[src/rtl/clefia_diffusion.sv]
// Iterative CLEFIA diffusion (M0 / M1 over GF(2^8), poly 0x11D).
// One output row is computed per cycle on a shared byte datapath.
module clefia_diffusion (
  input  logic        clk,
  input  logic        rst_n,
  input  logic        in_valid,
  output logic        in_ready,
  input  logic [31:0] din,
  input  logic        msel,
  output logic        out_valid,
  input  logic        out_ready,
  output logic [31:0] dout
);

  typedef enum logic [1:0] {IDLE, CALC, DONE} state_t;

  state_t      state_q;
  logic [1:0]  row_q;
  logic [31:0] x_q;
  logic        sel_q;
  logic [7:0]  y_q [4];
  logic        in_ready_q;
  logic        out_valid_q;

  // Multiply by 2 modulo z^8+z^4+z^3+z^2+1.
  function automatic logic [7:0] xtime(input logic [7:0] a);
    xtime = {a[6:0], 1'b0} ^ (a[7] ? 8'h1D : 8'h00);
  endfunction

  logic [7:0] x_b  [4];
  logic [7:0] op_b [4];

  // Entry (row, col) is base[row ^ col], so column k of the base row
  // multiplies x[row ^ k]; this turns both matrices into one fixed row.
  for (genvar gi = 0; gi < 4; gi++) begin : g_op
    assign x_b[gi]  = x_q[31-8*gi -: 8];
    assign op_b[gi] = x_b[row_q ^ 2'(gi)];
  end

  logic [7:0] m2_1, m4_1, m8_1;
  logic [7:0] m2_2, m4_2;
  logic [7:0] m2_3, m4_3, m8_3;
  logic [7:0] row_byte_d;

  assign m2_1 = xtime(op_b[1]);
  assign m4_1 = xtime(m2_1);
  assign m8_1 = xtime(m4_1);
  assign m2_2 = xtime(op_b[2]);
  assign m4_2 = xtime(m2_2);
  assign m2_3 = xtime(op_b[3]);
  assign m4_3 = xtime(m2_3);
  assign m8_3 = xtime(m4_3);

  // M0 base row {1,2,4,6}; M1 base row {1,8,2,A}.
  always_comb begin
    row_byte_d = op_b[0];
    if (sel_q) begin
      row_byte_d = op_b[0] ^ m8_1 ^ m2_2 ^ (m8_3 ^ m2_3);
    end else begin
      row_byte_d = op_b[0] ^ m2_1 ^ m4_2 ^ (m4_3 ^ m2_3);
    end
  end

  always_ff @(posedge clk or negedge rst_n) begin
    if (!rst_n) begin
      state_q     <= IDLE;
      row_q       <= 2'd0;
      x_q         <= 32'h0;
      sel_q       <= 1'b0;
      y_q         <= '{default: 8'h00};
      in_ready_q  <= 1'b1;
      out_valid_q <= 1'b0;
    end else begin
      case (state_q)
        IDLE: begin
          if (in_valid) begin
            x_q        <= din;
            sel_q      <= msel;
            row_q      <= 2'd0;
            in_ready_q <= 1'b0;
            state_q    <= CALC;
          end
        end
        CALC: begin
          y_q[row_q] <= row_byte_d;
          row_q      <= row_q + 2'd1;
          if (row_q == 2'd3) begin
            out_valid_q <= 1'b1;
            state_q     <= DONE;
          end
        end
        DONE: begin
          if (out_ready) begin
            out_valid_q <= 1'b0;
            in_ready_q  <= 1'b1;
            state_q     <= IDLE;
          end
        end
        default: begin
          state_q     <= IDLE;
          in_ready_q  <= 1'b1;
          out_valid_q <= 1'b0;
        end
      endcase
    end
  end

  assign in_ready  = in_ready_q;
  assign out_valid = out_valid_q;
  assign dout      = {y_q[0], y_q[1], y_q[2], y_q[3]};

endmodule
[config.mk]
export PLATFORM = sky130hd
export DESIGN_NAME = clefia_diffusion
export DESIGN_NICKNAME = d
export VERILOG_FILES = /design/src/rtl/clefia_diffusion.sv
export SDC_FILE = /design/constraint.sdc
export NUM_CORES = 1
export LEC_CHECK = 0
export ABC_AREA = 0
export CORE_MARGIN = 2
export CORE_UTILIZATION = 53
export DETAILED_ROUTE_END_ITERATION = 8
export PLACE_DENSITY = 0.82
export SYNTH_ARGS = -nofsm -noshare
export SYNTH_HDL_FRONTEND = slang
export SYNTH_SLANG_ARGS = --single-unit
[constraint.sdc]
create_clock -name clk -period 2.6 [get_ports clk]
set_clock_uncertainty 0.2 [all_clocks]
set_input_delay 0.26 -clock clk [delete_from_list [all_inputs] [get_ports clk]]
set_output_delay 0.26 -clock clk [all_outputs]
set_load 0.03 [all_outputs]
==> results.cfg <==
[cts]
htreeDepth = 3
clock_latency_ns = 0.35
cts_tree = built
numCtsBuffers = 9
clk_pin_slew_ns = 0.08
root_buffer = clkbuf_8
cts.sinks = 71
clock_path_buffers = 2

[floorplan]
coreArea_mm2 = 0.00725
io_pins = 71
start_util_pct = 54.8
die_w_um = 90.6
die_area_mm2 = 0.00821
die_h_um = 90.6
rows = 31

[drt]
routedWlPerCell_um = 16.0
vias = 2689
drc_errors = 0
ant_nets = 0
drt-total-wl_mm = 8.21
vias_per_cell = 5.24
drtIter0Drc = 113
dr.pass1.iters = 5

[critical_path]
worstSetupPathDepth = 8
arrival_ns = 2.48
path_buf_inv = 3
start_kind = flip-flop
cp_max_fo = 17
cpMaxStageDelayCell = dfrtp_2
worst_path_largest_cell_delay_ns = 0.45
critPathCaptureType = flip-flop
cp.required_ns = 2.61
critPathTopFamily = multiplexers
cp_cell_sequence = buf_12 -> inv_6 -> mux2i_1 -> buf_4 -> xnor2_1 -> xnor3_1 -> mux2i_2 -> o21ai_0
criticalPathCategory = flip-flop to flip-flop
r2r_cells = 8

[sta]
layout_min_cycle_time_ns = 2.47
setup_tns_ns = 0
rsz0062_at_grt = no
relSlewSlack_pct = 49.5
timing.hold.ws_ns = 0.279
period_share_pct = 95.1
drv_slew = 0
finalSetupViolations = 0
hold_viol = 0
fmaxAchievable_mhz = 404
worst_pin_slew_ns = 0.757

[min_path]
hold_class = flip-flop to flip-flop
hold_depth = 2

[synthesis]
synth-seq-cells = 71
yosys_warnings = 0
synth_edf_count = 0
synth_area_mm2 = 0.00398
synthFlopType = dfrtp_1
syn_inst = 319
ys_types = 27
synthArstFlopShare_pct = 100
yosysSeqAreaShare_pct = 44.7
syn_avg_cell_area_um2 = 12.5
syn-num-nets = 360

[cells_and_area]
fin_nets = 450
area_delta_synth_final_pct = 29.8
drive_gt1_share_pct = 23.9
layout_common_cells = clkdlybuf4s50_1, dfrtp_1, nand2_1, mux2_2, o21ai_0
n_antenna_cell = 0
stdcell_area_mm2 = 0.00516
layout_commonest_cell = clkdlybuf4s50_1

[global_routing]
grt_use_met1_pct = 27.0
grt_pass1_wl_mm = 13.6
grt_max_degree = 40
met3_usage_pct = 4.51
grt_overflow_total = 0
grtUsageMet2_pct = 36.1
grt_usage_pct = 21.0
antenna_found_initial = 0
top_usage_layer = met2
grt_pass1_vias = 2785

[place]
hpwl_mm = 6.14
io_buffers = 70
gp_congestion = 0.911
postPlaceCellArea_mm2 = 0.00488

[run_status]
status = finished, final reports clean

[run]
cap_violations = 0
-- cells in the mapped netlist (2+ instances only) --
cell	instances	area [um^2]
mux2i_1	27	270
ha_1	4	50.1
xnor2_2	2	32.5
xor2_1	33	289
xnor2_1	26	228
clkbuf_1	6	22.5
nor2_1	3	11.3
xnor3_1	8	180
a21oi_1	3	15.0
o21ai_0	34	170
nand2b_1	2	12.5
mux4_2	11	248
mux2_2	35	394
nand2_1	40	150
inv_2	2	7.51
dfrtp_1	70	1750
buf_6	3	33.8
-- registers in the layout, indices dropped and copies added (netlist names) --
signal     flops
state_q        2
sel_q          1
row_q          2
dout          32
in_ready       1
x_b           32
out_valid      1
-- routing by layer --
| metal | up-vias | wire length [um] |
|---|---|---|
| met4 | 0 | 78 |
| met2 | 71 | 4150 |
| met5 | - | 0 |
| met1 | 1319 | 3640 |
| met3 | 8 | 345 |
| li1 | 1291 | - |
-- final timing paths --
kind | slack, ns | to | startpoint
max | 0.13 | dout[12]$_DFFE_PN0P_ | row_q[1]$_DFFE_PN0P_
min | 0.28 | dout[24]$_DFFE_PN0P_ | dout[24]$_DFFE_PN0P_
max reg2reg | 0.13 | dout[12]$_DFFE_PN0P_ | row_q[1]$_DFFE_PN0P_
min reg2reg | 0.28 | dout[24]$_DFFE_PN0P_ | dout[24]$_DFFE_PN0P_
max in group asynchronous | 1.24 | x_b[29]$_DFFE_PN0P_ | rst_n
min in group asynchronous | 0.31 | dout[1]$_DFFE_PN0P_ | rst_n
-- kinds of logic (layout without fill, tap and decap cells) --
kind of cell | Yosys count | after routing | synth area share (%)
and+or+nand+nor | 47 | 47 | 4.66
muxes | 74 | 74 | 23.3
AOI/OAI and AO/OA | 39 | 39 | 5.06
adders and majority gates | 4 | 4 | 1.26
buffers and inverters | 14 | 109 | 2.11
DFF | 71 | 71 | 44.7
xor gates and xnor gates | 70 | 70 | 18.9
-- area by class of cell --
cell class	instances	area (um^2)
clock buffers	11	141
clock inverters	5	57.6
fillers	526	2090
inverters	3	18.8
multi-input cells	234	2170
flip-flops and latches	71	1780
well taps	99	124
repair buffers	90	873
-- worst min-delay path: cells and delay by family (launching register included) --
family / cells / cell delay (ns)
flops: 1 / 0.34
compound gates: 1 / 0.06
simple gates: 1 / 0.05
-- through the flow --
| stage | setup slack [ns] | util [%] | std cells |
|---|---|---|---|
| floorplan | 0.216 | - | 319 |
| global placement | 0.0624 | 67.3 | 494 |
| detailed placement | -0.0256 | 67.3 | 494 |
| CTS | 0.00601 | 70.3 | 511 |
| global route | 0.00569 | 71.2 | 513 |
| finish | 0.128 | 71.2 | 513 |
-- repair_timing --
item,4_1_cts,5_1_grt
pin swaps,0,1
endpoints found under the hold margin,31,0
endpoints found under the setup margin,4,21
setup buffers,0,2
gates resized for setup,2,11
hold buffers,1,0
Power is not shown: default switching activity piles up to over one toggle a cycle in this logic, so the estimate is an artifact.
